===== config.mk =====
export PLATFORM = sky130hd
export DESIGN_NAME = axis_pkt_rr_arbiter
export DESIGN_NICKNAME = d
export VERILOG_FILES = /design/src/rtl/axis_qm_pkg.sv /design/src/rtl/rr_pick.sv /design/src/rtl/axis_pkt_rr_arbiter.sv
export SDC_FILE = /design/constraint.sdc
export NUM_CORES = 1
export LEC_CHECK = 0
export ABC_AREA = 1
export CELL_PAD_IN_SITES_DETAIL_PLACEMENT = 0
export CELL_PAD_IN_SITES_GLOBAL_PLACEMENT = 1
export CORE_MARGIN = 2
export CORE_UTILIZATION = 34
export CTS_CLUSTER_SIZE = 16
export DETAILED_ROUTE_END_ITERATION = 10
export PLACE_DENSITY = 0.84
export SLEW_MARGIN = 20
export SYNTH_ARGS = -nofsm -noshare
export SYNTH_HDL_FRONTEND = slang
export SYNTH_SLANG_ARGS = --single-unit

===== constraint.sdc =====
create_clock -name clk -period 3.7 [get_ports clk]
set_input_delay 0.74 -clock clk [delete_from_list [all_inputs] [get_ports clk]]
set_output_delay 0.74 -clock clk [all_outputs]
set_load 0.02 [all_outputs]

===== src/rtl/axis_qm_pkg.sv =====
// rtl/axis_qm_pkg.sv - shared queue-manager types and constants
package axis_qm_pkg;

    localparam logic [15:0] ETH_TPID_VLAN  = 16'h8100;
    localparam int          SRC_ADDR_WIDTH = 48;
    localparam int          DST_ADDR_WIDTH = 48;

    typedef enum logic {
        ARB_IDLE,
        ARB_XFER
    } arb_state_t;

    typedef struct packed {
        logic [2:0]  port_id;
        logic [11:0] vlan_id;
    } connection_addr_t;

endpackage


===== src/rtl/rr_pick.sv =====
// rtl/rr_pick.sv - combinational round-robin priority picker
// Ports: req (request vector), last_grant (index served last),
//        grant_oh (one-hot winner, 0 when no request), grant_idx (winner index).
module rr_pick #(
    parameter int N     = 3,
    parameter int IDX_W = 2
) (
    input  logic [N-1:0]     req,
    input  logic [IDX_W-1:0] last_grant,
    output logic [N-1:0]     grant_oh,
    output logic [IDX_W-1:0] grant_idx
);

    logic             found;
    logic [IDX_W-1:0] cand_idx;

    // Scan last_grant+1, last_grant+2, ... with wrap; the port served last
    // is examined last, which gives the rotational fairness.
    always_comb begin
        grant_oh  = '0;
        grant_idx = '0;
        found     = 1'b0;
        cand_idx  = '0;
        for (int i = 1; i <= N; i++) begin
            cand_idx = IDX_W'((int'(last_grant) + i) % N);
            if (!found && req[cand_idx]) begin
                found              = 1'b1;
                grant_oh[cand_idx] = 1'b1;
                grant_idx          = cand_idx;
            end
        end
    end

endmodule


===== src/rtl/axis_pkt_rr_arbiter.sv =====
// rtl/axis_pkt_rr_arbiter.sv - packet-granular round-robin AXI-Stream arbiter
// Ports: clk/rst (sync active-high); port_en per-port arbitration enable;
//        s_* flattened per-port ingress streams; m_* registered egress stream
//        with m_tuser = source port; vlan_* one pulse per packet with the
//        802.1Q tag result; pkt_cnt flattened 32-bit per-port packet counters.
module axis_pkt_rr_arbiter
    import axis_qm_pkg::*;
#(
    parameter int DATA_SIZE            = 32,
    parameter int NUM_OF_INGRESS_PORTS = 3,
    parameter int PORT_ID_W            = 2,
    parameter int VLAN_BEAT            = (SRC_ADDR_WIDTH + DST_ADDR_WIDTH) / DATA_SIZE
) (
    input  logic                                  clk,
    input  logic                                  rst,
    input  logic [NUM_OF_INGRESS_PORTS-1:0]       port_en,
    input  logic [NUM_OF_INGRESS_PORTS-1:0]       s_tvalid,
    output logic [NUM_OF_INGRESS_PORTS-1:0]       s_tready,
    input  logic [NUM_OF_INGRESS_PORTS*DATA_SIZE-1:0]   s_tdata,
    input  logic [NUM_OF_INGRESS_PORTS*DATA_SIZE/8-1:0] s_tkeep,
    input  logic [NUM_OF_INGRESS_PORTS-1:0]       s_tlast,
    output logic                                  m_tvalid,
    input  logic                                  m_tready,
    output logic [DATA_SIZE-1:0]                  m_tdata,
    output logic [DATA_SIZE/8-1:0]                m_tkeep,
    output logic                                  m_tlast,
    output logic [PORT_ID_W-1:0]                  m_tuser,
    output logic                                  vlan_valid,
    output logic                                  vlan_tagged,
    output logic [11:0]                           vlan_id,
    output logic [NUM_OF_INGRESS_PORTS*32-1:0]    pkt_cnt
);

    localparam int N      = NUM_OF_INGRESS_PORTS;
    localparam int KEEP_W = DATA_SIZE / 8;
    localparam int BEAT_W = $clog2(VLAN_BEAT + 2);

    arb_state_t             state_q, state_d;
    logic [PORT_ID_W-1:0]   grant_q, grant_d;
    logic [PORT_ID_W-1:0]   last_grant_q, last_grant_d;
    logic                   m_tvalid_q, m_tvalid_d;
    logic [DATA_SIZE-1:0]   m_tdata_q, m_tdata_d;
    logic [KEEP_W-1:0]      m_tkeep_q, m_tkeep_d;
    logic                   m_tlast_q, m_tlast_d;
    logic [PORT_ID_W-1:0]   m_tuser_q, m_tuser_d;
    logic [BEAT_W-1:0]      beat_cnt_q, beat_cnt_d;
    logic                   vlan_valid_q, vlan_valid_d;
    logic                   vlan_tagged_q, vlan_tagged_d;
    logic [11:0]            vlan_id_q, vlan_id_d;
    logic [N-1:0][31:0]     pkt_cnt_q, pkt_cnt_d;

    logic [N-1:0]           pick_oh;
    logic [PORT_ID_W-1:0]   pick_idx;
    logic                   out_ready;
    logic                   sel_tvalid;
    logic                   sel_tlast;
    logic [DATA_SIZE-1:0]   sel_tdata;
    logic [KEEP_W-1:0]      sel_tkeep;
    logic                   beat_acc;
    logic                   tpid_match;

    rr_pick #(
        .N     (N),
        .IDX_W (PORT_ID_W)
    ) u_rr_pick (
        .req        (s_tvalid & port_en),
        .last_grant (last_grant_q),
        .grant_oh   (pick_oh),
        .grant_idx  (pick_idx)
    );

    // Single registered egress stage: it can take a beat when empty or
    // when its current beat leaves this cycle.
    assign out_ready  = !m_tvalid_q || m_tready;
    assign sel_tvalid = s_tvalid[grant_q];
    assign sel_tlast  = s_tlast[grant_q];
    assign sel_tdata  = s_tdata[int'(grant_q)*DATA_SIZE +: DATA_SIZE];
    assign sel_tkeep  = s_tkeep[int'(grant_q)*KEEP_W +: KEEP_W];
    assign beat_acc   = (state_q == ARB_XFER) && sel_tvalid && out_ready;

    // TPID arrives byte 12 first in the low lane, so 0x8100 shows as 81,00.
    assign tpid_match = (sel_tdata[7:0] == ETH_TPID_VLAN[15:8]) &&
                        (sel_tdata[15:8] == ETH_TPID_VLAN[7:0]);

    always_comb begin
        s_tready = '0;
        if (state_q == ARB_XFER) begin
            s_tready[grant_q] = out_ready;
        end
    end

    always_comb begin
        state_d       = state_q;
        grant_d       = grant_q;
        last_grant_d  = last_grant_q;
        m_tvalid_d    = m_tvalid_q;
        m_tdata_d     = m_tdata_q;
        m_tkeep_d     = m_tkeep_q;
        m_tlast_d     = m_tlast_q;
        m_tuser_d     = m_tuser_q;
        beat_cnt_d    = beat_cnt_q;
        vlan_valid_d  = 1'b0;
        vlan_tagged_d = vlan_tagged_q;
        vlan_id_d     = vlan_id_q;
        pkt_cnt_d     = pkt_cnt_q;

        if (m_tready) begin
            m_tvalid_d = 1'b0;
        end

        case (state_q)
            ARB_IDLE: begin
                if (|pick_oh) begin
                    grant_d    = pick_idx;
                    beat_cnt_d = '0;
                    state_d    = ARB_XFER;
                end
            end
            ARB_XFER: begin
                if (beat_acc) begin
                    m_tvalid_d = 1'b1;
                    m_tdata_d  = sel_tdata;
                    m_tkeep_d  = sel_tkeep;
                    m_tlast_d  = sel_tlast;
                    m_tuser_d  = grant_q;

                    if (beat_cnt_q != BEAT_W'(VLAN_BEAT + 1)) begin
                        beat_cnt_d = beat_cnt_q + 1'b1;
                    end

                    // Exactly one pulse: either at the tag beat, or at an
                    // early tlast for packets too short to carry a tag.
                    if (beat_cnt_q == BEAT_W'(VLAN_BEAT)) begin
                        vlan_valid_d  = 1'b1;
                        vlan_tagged_d = tpid_match;
                        vlan_id_d     = tpid_match ? {sel_tdata[19:16], sel_tdata[31:24]} : 12'h000;
                    end else if (sel_tlast && (beat_cnt_q < BEAT_W'(VLAN_BEAT))) begin
                        vlan_valid_d  = 1'b1;
                        vlan_tagged_d = 1'b0;
                        vlan_id_d     = 12'h000;
                    end

                    if (sel_tlast) begin
                        last_grant_d       = grant_q;
                        pkt_cnt_d[grant_q] = pkt_cnt_q[grant_q] + 32'd1;
                        state_d            = ARB_IDLE;
                    end
                end
            end
            default: state_d = ARB_IDLE;
        endcase
    end

    always_ff @(posedge clk) begin
        if (rst) begin
            state_q       <= ARB_IDLE;
            grant_q       <= '0;
            last_grant_q  <= PORT_ID_W'(N - 1);
            m_tvalid_q    <= 1'b0;
            m_tdata_q     <= '0;
            m_tkeep_q     <= '0;
            m_tlast_q     <= 1'b0;
            m_tuser_q     <= '0;
            beat_cnt_q    <= '0;
            vlan_valid_q  <= 1'b0;
            vlan_tagged_q <= 1'b0;
            vlan_id_q     <= '0;
            pkt_cnt_q     <= '0;
        end else begin
            state_q       <= state_d;
            grant_q       <= grant_d;
            last_grant_q  <= last_grant_d;
            m_tvalid_q    <= m_tvalid_d;
            m_tdata_q     <= m_tdata_d;
            m_tkeep_q     <= m_tkeep_d;
            m_tlast_q     <= m_tlast_d;
            m_tuser_q     <= m_tuser_d;
            beat_cnt_q    <= beat_cnt_d;
            vlan_valid_q  <= vlan_valid_d;
            vlan_tagged_q <= vlan_tagged_d;
            vlan_id_q     <= vlan_id_d;
            pkt_cnt_q     <= pkt_cnt_d;
        end
    end

    assign m_tvalid    = m_tvalid_q;
    assign m_tdata     = m_tdata_q;
    assign m_tkeep     = m_tkeep_q;
    assign m_tlast     = m_tlast_q;
    assign m_tuser     = m_tuser_q;
    assign vlan_valid  = vlan_valid_q;
    assign vlan_tagged = vlan_tagged_q;
    assign vlan_id     = vlan_id_q;
    assign pkt_cnt     = pkt_cnt_q;

endmodule


==> results.tsv, run 1 <==
metric	value	unit
status	finished clean	
Die ar.	0.0260	mm^2
largest cells by area after synthesis	dfxtp_1 38%, nand2_1 15%, nor2_1 8.5%, nand3_1 6.6%, inv_1 6.4%	
crit path capture type	flip-flop	
Unique masters post-synth	40	
pin count of the biggest net entering global routing	95	
number of setup violations in the final report	0	
DR iter-0 viols	599	
crit path max-delay cell type	dfxtp_1	
Final TNS setup	0	ns
Top Ports	273	
total track usage	23.8	%
area of the multi-input gates	0.00438	mm^2
routability cong.	0.909	
port bufs	272	
most used cell, CP	inv_1	
Clk Latency, worst-skew pair	0.43	ns
H-Tree Depth	4	
Worst EP arrival	3.26	ns
crit-path leading delay family	simple AND/OR/NAND/NOR gates	
antenna cells	0	
Post-synth top flop	dfxtp_1	
Pre-antenna DRT Iters	5	
DRT Wirelength	31.5	mm
crit path cell chain	inv_2 -> nand2_1 -> nor2_1 -> nor3_1 -> inv_1 -> ha_1 -> nand3_1 -> inv_1 -> nand2_1 -> inv_1 -> nand3b_1 -> nand3_1 -> nand2_1 -> inv_1	
DRC	0	
Startpoint Class	flip-flop	
post-CTS resize count	0	
number of global-route vias before repair	8823	
register area	0.00316	mm^2
Die Span X	161	um
routed len/inst	16.7	um
Avg Cell Area, Syn	6.46	um^2
antenna violations before repair	0	
Achievable Freq	342	MHz
fin nets	1672	
synthesized flop and latch total	158	
Bufs on Longest Clock Path	2	
DR vias	9156	
CTS root buf	clkbuf_16	
critical path's largest stage delay	0.55	ns
Slew @ Worst Pin	1.06	ns
core area	0.0243	mm^2
switch share	42.8	%
CTS Hold Bufs	0	
Period minus WS final	2.92	ns
Setup Skew	0.0142	ns
Die H	161	um
Leakage	4.85	nW
Fillers	2455	
VDD IR-drop max	0.291	mV
DPL Wire Length	23.2	mm
first-pass GRT wire length	48.7	mm
Synth top area share	37.6	%
Power per Cell Area	612	mW/mm^2
clock transition at the registers of the reported paths	0.08	ns
Net Count, Synth	1430	
# placed instances	1849	
Worst Hold Class	flip-flop to flip-flop	
CP required	4.03	ns
total global routing overflow	0	
fraction of layout cells with a size suffix above 1	5.07	%
vias per std cell	4.87	
unrepaired setup endpoints after global routing	no	
Antenna Nets Post-Route	0	
pre-CTS setup slack	0.739	ns
crit path kind	flip-flop to flip-flop	
Int Power	4.21	mW
cell taking the most area after synthesis	dfxtp_1	
Hold WS	0.485	ns
Max Slew Vio Count	0	
clk sinks	158	
FP Rows	57	
max-cap violations	0	
postcts setup bufs	0	
Crit Path Max Fanout	6	
period utilization	78.9	%
synth cell count leaders	341 x nand2_1, 191 x nor2_1, 158 x dfxtp_1, 144 x inv_1, 111 x nand3_1	
synthesized area	0.00841	mm^2
Max-slew headroom	29.4	%
post-route insts no fill	1881	
top-count cell post-synth	nand2_1	
Post-synth ARST share	0	%
area growth from synthesis to layout	43.1	%
Post-synth EDFFs	0	
cells after synthesis	1302	
CTS tree	built	
Comb power frac	44.6	%
clock share of power	25.6	%
Fin. Hold Viols	0	
setup slack after layout	0.779	ns
Net Sw Power	3.15	mW
Yosys warnings	0	
register area share after synthesis	37.6	%
CP Buf/Inv Count	5	
total CTS buffers	17	
Flop pwr share	29.7	%
Starting Density	34.6	%
[state kept, by name, summed over array words and instances (netlist names)]
signal        cells
vlan_id          12
pkt_cnt          96
m_tdata          32
grant_q           2
state_q           1
last_grant_q      2
m_tlast           1
vlan_tagged       1
m_tkeep           4
m_tuser           2
m_tvalid          1
beat_cnt_q        3
vlan_valid        1
[final cells by class]
class	count	area share (%)
tap	324	3.37
inverter	151	4.73
clock buffer	19	3.77
timing repair buffer	289	24.0
sequential	158	26.3
clock inverter	13	1.43
multi-input combinational	927	36.4
[layer usage]
layer | global-route usage [%] | vias to the layer above | routed length, um
met2 | 41.9 | 303 | 15300
met5 | 0 | - | 0
met3 | 5.73 | 47 | 2040
li1 | - | 4682 | -
met4 | 7.75 | 0 | 822
met1 | 28.5 | 4124 | 13400
[kinds of logic after synthesis]
family | share of synthesized area [%]
XOR/XNOR | 1.04
adder cells (fa/ha/maj) | 1.19
AND/OR/NAND/NOR | 33.5
flip-flops | 37.6
buffers and inverters | 10.4
AO/OA/AOI/OAI | 16.3
[metrics by stage]
step	cell area (um^2)	util (%)	power, mW
after floorplan	8410	-	4.18
after global placement	11400	46.9	5.53
after detailed placement	11400	46.9	5.54
after CTS	12000	49.5	7.44
after global routing	12000	49.5	7.81
final	12000	49.5	7.37
[layout by cell type (no fill, tap or decap), types with 2 or more instances in the layout]
cell type,count
clkbuf_16,17
a211oi_1,2
nor2_4,5
clkinv_4,4
clkdlybuf4s50_1,271
clkbuf_8,2
nand3b_1,13
a21oi_1,85
dfxtp_1,158
nand3_1,111
a22o_1,3
nand2_2,2
inv_2,6
ha_1,8
inv_1,144
bufinv_16,2
nor2_1,191
o211ai_2,5
xnor2_1,6
a31oi_1,12
buf_12,3
inv_8,3
inv_6,3
xor2_1,4
nand4_1,4
a22oi_1,13
a41oi_1,8
o21ai_0,68
o21ai_1,8
buf_4,14
nand2_1,341
o211ai_1,24
nor2_2,5
[tightest hold or removal path, cell delays in order (launching register included)]
cell     delay, ns
dfxtp_1       0.32
nand3_1       0.07
a21oi_1       0.05
[path summary, 6_finish.rpt]
check	from	slack [ns]	cells past startpoint	endpoint
worst max-delay path	grant_q[0]$_SDFFE_PP0P_	0.78	14	pkt_cnt[88]$_SDFFE_PP0P_
worst min-delay path	vlan_tagged$_SDFFE_PP0P_	0.49	2	vlan_tagged$_SDFFE_PP0P_
worst min register to register	vlan_tagged$_SDFFE_PP0P_	0.49	2	vlan_tagged$_SDFFE_PP0P_
worst max register to register	grant_q[0]$_SDFFE_PP0P_	0.78	14	pkt_cnt[88]$_SDFFE_PP0P_
[power groups by stage]
stage / combinational, mW / clock, mW / sequential [mW]
2_1_floorplan: 1.68 / 0 / 2.49
3_3_place_gp: 3.31 / 0 / 2.22
3_5_place_dp: 3.32 / 0 / 2.23
4_1_cts: 3.33 / 1.92 / 2.19
5_1_grt: 3.61 / 1.98 / 2.22
6_report: 3.29 / 1.89 / 2.19
Note: power is estimated with default switching activity, not from simulation.
==> inputs of run 2 (changes only) <==
- CORE_UTILIZATION: 34 -> 29
- PLACE_DENSITY: 0.84 -> 0.76
- clock period: 3.7 -> 2.53 ns (I/O delays scaled with it)
==> run 2 against run 1 <==
Compared with the run above: utilization fell by 4.8 points; highest routed layer unchanged; count of clock-buffer cells in the layout fell by 2; sequential power rose by 47%; global-route usage fell by 2.2 points; critical path type unchanged; fmax rose by 22%.
==> results.tsv, run 2 (synthesis gave the netlist of run 1 again) <==
metric	value	unit	change
status	finished clean		
antenna cells	0		unchanged
Power per Cell Area	898	mW/mm^2	+47%
reg2reg path depth	14		unchanged
max-cap violations	0		unchanged
Setup Skew	0.0143	ns	+0.000152 ns
# placed instances	1951		+5.5%
Die Span X	174	um	+8.1%
most used cell, CP	nand2_1		
Leakage	5.20	nW	+7.3%
Worst Hold Class	flip-flop to flip-flop		
Worst EP arrival	2.74	ns	-0.52 ns
period utilization	94.8	%	+16 points
DR iter-0 viols	600		+0.17%
crit path capture type	flip-flop		
clock transition at the registers of the reported paths	0.08	ns	about the same
Antenna Nets Post-Route	0		unchanged
number of global-route vias before repair	9146		+3.7%
clk sinks	158		unchanged
Max-slew headroom	26.0	%	-3.4 points
VDD IR-drop max	0.462	mV	+59%
crit path kind	flip-flop to flip-flop		
area of the multi-input gates	0.00444	mm^2	+1.3%
Starting Density	29.4	%	-5.2 points
CTS Hold Bufs	0		unchanged
crit path cell chain	inv_2 -> nor2_4 -> buf_4 -> buf_8 -> nand2_1 -> o211ai_1 -> nand2_1 -> nor2_1 -> nand2_1 -> nor2_2 -> xnor2_1 -> nand2_1 -> nand2_1 -> inv_1		
core area	0.0286	mm^2	+18%
CTS tree	built		
DPL Wire Length	24.8	mm	+6.8%
DRT Wirelength	33.9	mm	+7.6%
area growth from synthesis to layout	51.9	%	
crit path max-delay cell type	dfxtp_2		
Top Ports	273		unchanged
DP Area	0.0119	mm^2	+4.2%
total global routing overflow	0		unchanged
vias per std cell	4.77		-2.0%
register area	0.00317	mm^2	about the same
CP required	2.87	ns	-1.16 ns
H-Tree Depth	4		unchanged
Period minus WS final	2.40	ns	-0.522 ns
Bufs on Longest Clock Path	2		unchanged
DR vias	9534		+4.1%
pre-CTS setup slack	-0.0470	ns	-0.786 ns
Fillers	2920		+19%
total track usage	21.5	%	-2.2 points
Pre-antenna DRT Iters	5		unchanged
Critical path origin	grant_q[1]$_SDFFE_PP0P_		
Die ar.	0.0304	mm^2	+17%
Fin. Hold Viols	0		unchanged
pin count of the biggest net entering global routing	95		unchanged
number of setup violations in the final report	0		unchanged
Die H	174	um	+8.1%
final instance area	0.0128	mm^2	+6.2%
most common cell after layout, fill and taps aside	nand2_1		
routed len/inst	17.0	um	+1.3%
number of flip-flops under the largest register name	96		unchanged
fraction of layout cells with a size suffix above 1	9.60	%	+4.5 points
total CTS buffers	17		unchanged
Achievable Freq	417	MHz	+22%
worst r2r src	grant_q[1]$_SDFFE_PP0P_		
crit path capture	pkt_cnt[78]$_SDFFE_PP0P_		
Clk Latency, worst-skew pair	0.44	ns	about the same
FF-to-FF End	pkt_cnt[78]$_SDFFE_PP0P_		
DRC	0		unchanged
reg2reg setup slack	0.13	ns	-0.65 ns
CTS root buf	clkbuf_16		
port bufs	272		unchanged
routability cong.	0.888		-2.3%
setup slack after layout	0.131	ns	-0.648 ns
Max Slew Vio Count	0		unchanged
critical path's largest stage delay	0.36	ns	-0.19 ns
Startpoint Class	flip-flop		
FP Rows	62		+8.8%
post-route insts no fill	1998		+6.2%
Slew @ Worst Pin	1.11	ns	+0.0509 ns
unrepaired setup endpoints after global routing	yes		
first-pass GRT wire length	51.1	mm	+4.9%
fin nets	1729		+3.4%
commonest non-fill, non-tap cells in the layout	340 x nand2_1, 268 x clkdlybuf4s50_1, 178 x nor2_1, 156 x dfxtp_1, 143 x inv_1		
antenna violations before repair	0		unchanged
Crit Path Max Fanout	14		+8
## run 2: cell types whose count changed in the layout (fill, tap and decap cells not counted), sizes merged
cell	change
dlymetal6s2s	+1
buf	+54
clkinv	-2
bufinv	-1
inv	+3
dlygate4sd2	+2
clkbuf	+1
clkinvlp	+2
clkdlybuf4s50	-3
## run 2: how the worst min path moves through the flow
stage                                            end  slack, ns                       start  cells after the start
final                           m_tlast$_SDFFE_PP0P_       0.47        m_tlast$_SDFFE_PP0P_                      2
after global routing            m_tlast$_SDFFE_PP0P_       0.49        m_tlast$_SDFFE_PP0P_                      2
after CTS                       m_tlast$_SDFFE_PP0P_       0.47        m_tlast$_SDFFE_PP0P_                      2
after detailed placement        m_tlast$_SDFFE_PP0P_       0.46        m_tlast$_SDFFE_PP0P_                      2
after global placement          m_tlast$_SDFFE_PP0P_       0.46        m_tlast$_SDFFE_PP0P_                      2
after floorplan           beat_cnt_q[0]$_SDFFE_PP0P_       0.45  beat_cnt_q[0]$_SDFFE_PP0P_                      1
## run 2: metal layers
layer | wire length, um | track usage (%) | vias to the layer above
li1 | - | - | 4789
met3 | 2070 | 5.53 | 43
met4 | 1030 | 7.21 | 0
met1 | 14500 | 26.0 | 4395
met5 | 0 | 0 | -
met2 | 16300 | 37.2 | 307
## run 2: per-stage QoR
stage               TNS [ns]  hold slack, ns  total power, mW  utilization, %
floorplan                  0           0.454             6.11               -
global placement     -0.0674           0.456             8.51            41.5
detailed placement    -0.851           0.459             8.54            41.5
CTS                        0           0.472             11.3            43.6
global route          -0.136           0.488             12.2            44.6
finish                     0           0.472             11.5            44.6
## run 2: layout make-up
class / instances / share of cell area [%]
clock buffers: 17 / 3.33
clock inverters: 15 / 1.33
inverters: 151 / 4.52
multi-input cells: 927 / 34.8
flip-flops and latches: 158 / 24.8
well taps: 384 / 3.76
repair buffers: 346 / 27.5
## run 2: repair_timing
item	in CTS	in global routing
pin swaps	0	10
gates cloned	0	3
endpoints found under the setup margin	2	87
gates resized for setup	2	35
buffers inserted	0	12
## run 2: critical path: cells and delay by family (launching register included)
kind	cells	cell delay, ns
and+or+nand+nor	8	1.11
AOI/OAI and AO/OA	1	0.17
buffers and inverters	4	0.45
xor gates and xnor gates	1	0.20
DFF	1	0.36
## run 2: report_power, final
| part | internal [mW] | switching [mW] |
|---|---|---|
| Combinational | 2.28 | 3.30 |
| Clock | 1.41 | 1.26 |
| Sequential | 2.91 | 0.302 |
| Total | 6.60 | 4.86 |
